$ cat config.mk
export PLATFORM = sky130hd
export DESIGN_NAME = ghr_checkpoint_fifo
export DESIGN_NICKNAME = d
export VERILOG_FILES = /design/src/rtl/perceptron_bp_pkg.sv /design/src/rtl/ghr_checkpoint_fifo.sv
export SDC_FILE = /design/constraint.sdc
export NUM_CORES = 1
export LEC_CHECK = 0
export BUFFER_PORTS_ARGS = -buffer_cell sky130_fd_sc_hd__buf_2
export CORE_MARGIN = 5
export CORE_UTILIZATION = 38
export DETAILED_ROUTE_END_ITERATION = 12
export PLACE_DENSITY = 0.53
export REMOVE_ABC_BUFFERS = 1
export SLEW_MARGIN = 10
export SYNTH_ARGS = -nofsm -noshare
export SYNTH_HDL_FRONTEND = slang
export SYNTH_SLANG_ARGS = --single-unit
$ cat constraint.sdc
create_clock -name clk -period 4.15 [get_ports clk]
set_input_delay 0.2075 -clock clk [delete_from_list [all_inputs] [get_ports clk]]
set_output_delay 0.2075 -clock clk [all_outputs]
set_load 0.05 [all_outputs]
$ cat src/rtl/perceptron_bp_pkg.sv
// Shared types and constants for the perceptron branch predictor.
// Holds the default global-history width and the checkpoint entry layout.
package perceptron_bp_pkg;

    localparam int GHR_HIST_LEN = 32;

    typedef struct packed {
        logic [GHR_HIST_LEN-1:0] hist;
        logic                    pred_taken;
    } ghr_ckpt_t;

endpackage

$ cat src/rtl/ghr_checkpoint_fifo.sv
// In-order queue of speculative global-history checkpoints; emits the corrected
// history as a one-cycle restore pulse on a mispredict and clears younger entries.
module ghr_checkpoint_fifo
    import perceptron_bp_pkg::*;
#(
    parameter int HIST_LEN = GHR_HIST_LEN,
    parameter int DEPTH    = 8
) (
    input  logic                       clk,
    input  logic                       reset,
    input  logic                       push_valid,
    output logic                       push_ready,
    input  logic [HIST_LEN-1:0]        push_hist,
    input  logic                       push_pred_taken,
    input  logic                       resolve_valid,
    input  logic                       resolve_taken,
    input  logic                       flush,
    output logic                       restore_valid,
    output logic [HIST_LEN-1:0]        restore_hist,
    output logic [$clog2(DEPTH):0]     count,
    output logic                       err
);

    localparam int PTR_W = $clog2(DEPTH);
    localparam int CNT_W = PTR_W + 1;

    // Width follows HIST_LEN, so the entry layout is declared locally.
    typedef struct packed {
        logic [HIST_LEN-1:0] hist;
        logic                pred_taken;
    } ckpt_t;

    ckpt_t               mem_q [DEPTH];
    logic [PTR_W-1:0]    head_q, head_d;
    logic [PTR_W-1:0]    tail_q, tail_d;
    logic [CNT_W-1:0]    count_q, count_d;
    logic                restore_valid_q, restore_valid_d;
    logic [HIST_LEN-1:0] restore_hist_q, restore_hist_d;
    logic                err_q, err_d;

    logic                queue_empty;
    logic                push_fire;
    logic                resolve_fire;
    logic                mispredict;
    logic                push_we;
    ckpt_t               head_entry;
    logic [HIST_LEN-1:0] corrected_hist;

    assign queue_empty  = (count_q == '0);
    assign push_ready   = (count_q < CNT_W'(DEPTH));
    assign push_fire    = push_valid && push_ready;
    assign resolve_fire = resolve_valid && !queue_empty;
    assign head_entry   = mem_q[head_q];
    assign mispredict   = resolve_fire && (resolve_taken != head_entry.pred_taken);
    // Pending push is discarded on flush or when an older branch mispredicts.
    assign push_we      = push_fire && !flush && !mispredict;

    // Shift the actual outcome into the pre-branch history snapshot.
    assign corrected_hist = (head_entry.hist << 1) | HIST_LEN'(resolve_taken);

    always_comb begin
        // NOTE: every always_comb output gets a default first so no path infers a latch.
        head_d          = head_q;
        tail_d          = tail_q;
        count_d         = count_q;
        restore_valid_d = mispredict;
        restore_hist_d  = mispredict ? corrected_hist : restore_hist_q;
        err_d           = err_q | (resolve_valid && queue_empty);

        if (flush || mispredict) begin
            head_d  = '0;
            tail_d  = '0;
            count_d = '0;
        end else begin
            if (push_we) begin
                tail_d = tail_q + PTR_W'(1);
            end
            if (resolve_fire) begin
                head_d = head_q + PTR_W'(1);
            end
            count_d = count_q + CNT_W'(push_we) - CNT_W'(resolve_fire);
        end
    end

    // NOTE: state flops use non-blocking assignments so every register samples pre-edge values.
    always_ff @(posedge clk or posedge reset) begin
        if (reset) begin
            head_q          <= '0;
            tail_q          <= '0;
            count_q         <= '0;
            restore_valid_q <= 1'b0;
            restore_hist_q  <= '0;
            err_q           <= 1'b0;
        end else begin
            head_q          <= head_d;
            tail_q          <= tail_d;
            count_q         <= count_d;
            restore_valid_q <= restore_valid_d;
            restore_hist_q  <= restore_hist_d;
            err_q           <= err_d;
        end
    end

    // NOTE: entry storage has no reset; count gates every read, so stale data is never observed.
    always_ff @(posedge clk) begin
        if (push_we) begin
            mem_q[tail_q] <= '{hist: push_hist, pred_taken: push_pred_taken};
        end
    end

    assign restore_valid = restore_valid_q;
    assign restore_hist  = restore_hist_q;
    assign count         = count_q;
    assign err           = err_q;

endmodule

==> summary.md <==
| Metric | Value |
|---|---|
| Status | `complete, no violations` |
| Min-delay worst type | `in -> reg` |
| Fraction of layout cells with a size suffix above 1 | `40.8%` |
| Leakage | `4.70 nW` |
| Ys flop type | `edfxtp_1` |
| GRT overflow | `0` |
| Detailed-route DRC error count | `0` |
| Nature of the critical path endpoint | `register` |
| Clk buf depth | `3` |
| RSZ-0062 raised after global routing | `false` |
| Number of global-route vias before repair | `5,939` |
| CTS Buf Count | `31` |
| Clock Sinks | `300` |
| Syn_area_per_cell | `21.9 sq um` |
| Clock Skew | `0.00580 ns` |
| VDD IR max | `0.345 mV` |
| Cell count after synthesis | `531` |
| Worst Path Class, Setup | `reg -> reg` |
| Vias after detailed routing | `~5,400` |
| Final setup viols | `0` |
| IO Pins | `78` |
| Seq cells post-synth | `300` |
| Top post-synthesis cells by area | `edfxtp_1 (66%), mux4_2 (12%), dfrtp_1 (9.5%)` |
| Area leader, netlist | `edfxtp_1` |
| Vert. Die Dim | `185 um` |
| Port Buffers | `76` |
| Antenna viol nets, final | `0` |
| CP max FO | `26` |
| PnR Total Power | `8.59 mW` |
| Die width | `between 150 and 200 um` |
| Tmin final | `between 3 and 4 ns` |
| Relative slew slack | `between 30% and 40%` |
| Depth of the CTS H-tree | `1` |
| Final core utilization | `46.3%` |
| Pre-antenna DRT Iters | `4` |
| GPL Wtd Cong | `0.713` |
| Synth unique cells | `35` |
| Seq/Total Area, Yosys | `~76%` |
| HPWL after DPL | `13,100 um` |
| Worst Path Arrival | `between 3 and 4 ns` |
| Pre-CTS setup slack | `0.857 ns` |
| Pins Over Slew Limit | `0` |
| Total Nets Final | `approximately 700` |
| Vias per Instance | `5.01` |
| Root buffer cell | `clkbuf_16` |
| First-pass GRT wire length | `~36,000 um` |
| GRT Resource Usage Total | `13.8%` |
| Effective utilization at floorplan | `roughly two fifths` |
| Final hold vios | `0` |
| Most numerous cell in the Yosys netlist | `edfxtp_1` |
| Worst Tran Pin Value | `1.04 ns` |
| Placed inst area | `0.0126 sq mm` |
| Post-route design area | `0.0141 sq mm` |
| Final worst slack | `0.937 ns` |
| Max-cap violations | `0` |
| Postcts setup bufs | `0` |
| CORE AREA | `0.0304 sq mm` |
| Max Freq | `311 MHz` |
| Drt first-iter violations | `294` |
| Drt wl/cell | `21.4 um` |
| Worst-skew pair later-pin latency | `0.54 ns` |
| Commonest cells in the netlist | `edfxtp_1 (256), mux4_2 (62), mux2_2 (59)` |
| Full die area | `0.0342 sq mm` |
| Pwr dens | `610 mW/mm^2` |
| Initial antenna violation count | `1` |
| N_diodes | `0` |
| CTS tree | `done` |
| Hold WS | `0.167 ns` |
| Layout Area Growth over Synthesis | `21.1%` |
| Number of flops mapped to enable cells by yosys | `256` |
| Yosys top cell area share | `66.1%` |
| CP Data Required Time | `4.57 ns` |
| Rows | `64` |
| Ys async rst share | `14.7%` |
| Ys Warns | `0` |
| Post-Syn Area | `about 0.012 sq mm` |
| Largest net degree at the start of global routing | `52` |
| Routed Wire Length | `23,300 um` |
| Setup crit start kind | `register` |
| Reg clk slew, reported paths | `0.06 ns` |
| Crit share post-route | `77.4%` |
[worst max-delay path: stages, from the launching register on]
cell,delay (ns)
dfrtp_4,0.66
mux2_1,0.36
or3_1,0.33
nand4_2,0.16
mux2i_4,0.25
buf_4,0.42
buf_4,0.49
mux2_2,0.39
[placed cells by master, fill, tap and decap left out, types with 4 or more instances in the layout]
master / instances
a21oi_1: 4
buf_4: 17
clkbuf_16: 31
nand2_1: 7
inv_1: 8
edfxtp_1: 256
dfrtp_1: 41
mux4_2: 62
clkinv_2: 4
dlygate4sd3_1: 36
buf_2: 76
clkbuf_1: 5
nor3_1: 5
bufinv_16: 7
clkbuf_8: 4
nand2b_1: 7
nor4b_4: 4
mux2_2: 59
ha_1: 7
xnor2_1: 4
[power by group]
| group | internal, mW | total (mW) | leakage [nW] | switching [mW] |
|---|---|---|---|---|
| clock network | 1.87 | 2.98 | 0.539 | 1.11 |
| logic | 0.719 | 1.90 | 1.32 | 1.19 |
| registers | 3.54 | 3.70 | 2.84 | 0.158 |
[kinds of logic (layout without fill, tap and decap cells)]
kind of cell,count (synthesis),after routing,share of synthesized area (%)
adder cells (fa/ha/maj),8,8,0.925
flip-flops,300,300,75.6
AO/OA/AOI/OAI,11,11,0.592
XOR/XNOR,5,5,0.377
AND/OR/NAND/NOR,41,41,2.50
multiplexers,129,129,18.6
buffers and inverters,37,197,1.46
[what timing repair did]
item / in CTS / in global routing
hold buffers: 36 / 0
endpoints found under the hold margin: 278 / 0
gates resized for setup: 0 / 0
[per-stage QoR]
| step | std cells | TNS (ns) |
|---|---|---|
| global route | 1087 | 0 |
| finish | 1087 | 0 |
| global placement | 994 | 0 |
| CTS | 1087 | 0 |
| detailed placement | 994 | 0 |
| floorplan | 504 | -1013.91 |
[flip-flops by register name (all words and copies together), names as in the netlist]
| name | cells |
|---|---|
| count | 4 |
| err | 1 |
| head_q | 3 |
| mem_q | 256 |
| restore_hist | 32 |
| restore_valid | 1 |
| tail_q | 3 |
[cell type report]
| class | instances | area, sq um |
|---|---|---|
| Timing Repair Buffer | 130 | 888 |
| Clock buffer | 40 | 850 |
| Fill cell | 2596 | 16300 |
| Multi-Input combinational cell | 194 | 2750 |
| Clock inverter | 17 | 269 |
| Tap cell | 396 | 495 |
| Sequential cell | 300 | 8800 |
| Inverter | 10 | 37.5 |
[worst paths after layout]
kind                            start  cells past startpoint  slack [ns]          endpoint
max in group asynchronous       reset                      4        3.04         head_q[0]
max reg2reg                 head_q[0]                      7        0.94  restore_hist[13]
min in group asynchronous       reset                      3        0.25  restore_hist[31]
min reg2reg                       err                      1        0.47               err
max                         head_q[0]                      7        0.94  restore_hist[13]
min                        push_valid                      4        0.17         tail_q[0]
[layer usage]
metal	part of all wire (%)	up-vias	track usage, %	routed length (um)
met5	0.030	-	0	7
li1	-	2435	-	-
met2	48	121	22.5	11200
met4	1.7	2	2.73	404
met1	44	2854	19.5	10300
met3	5.8	34	3.02	1340
(Power assumes the default switching activity.)
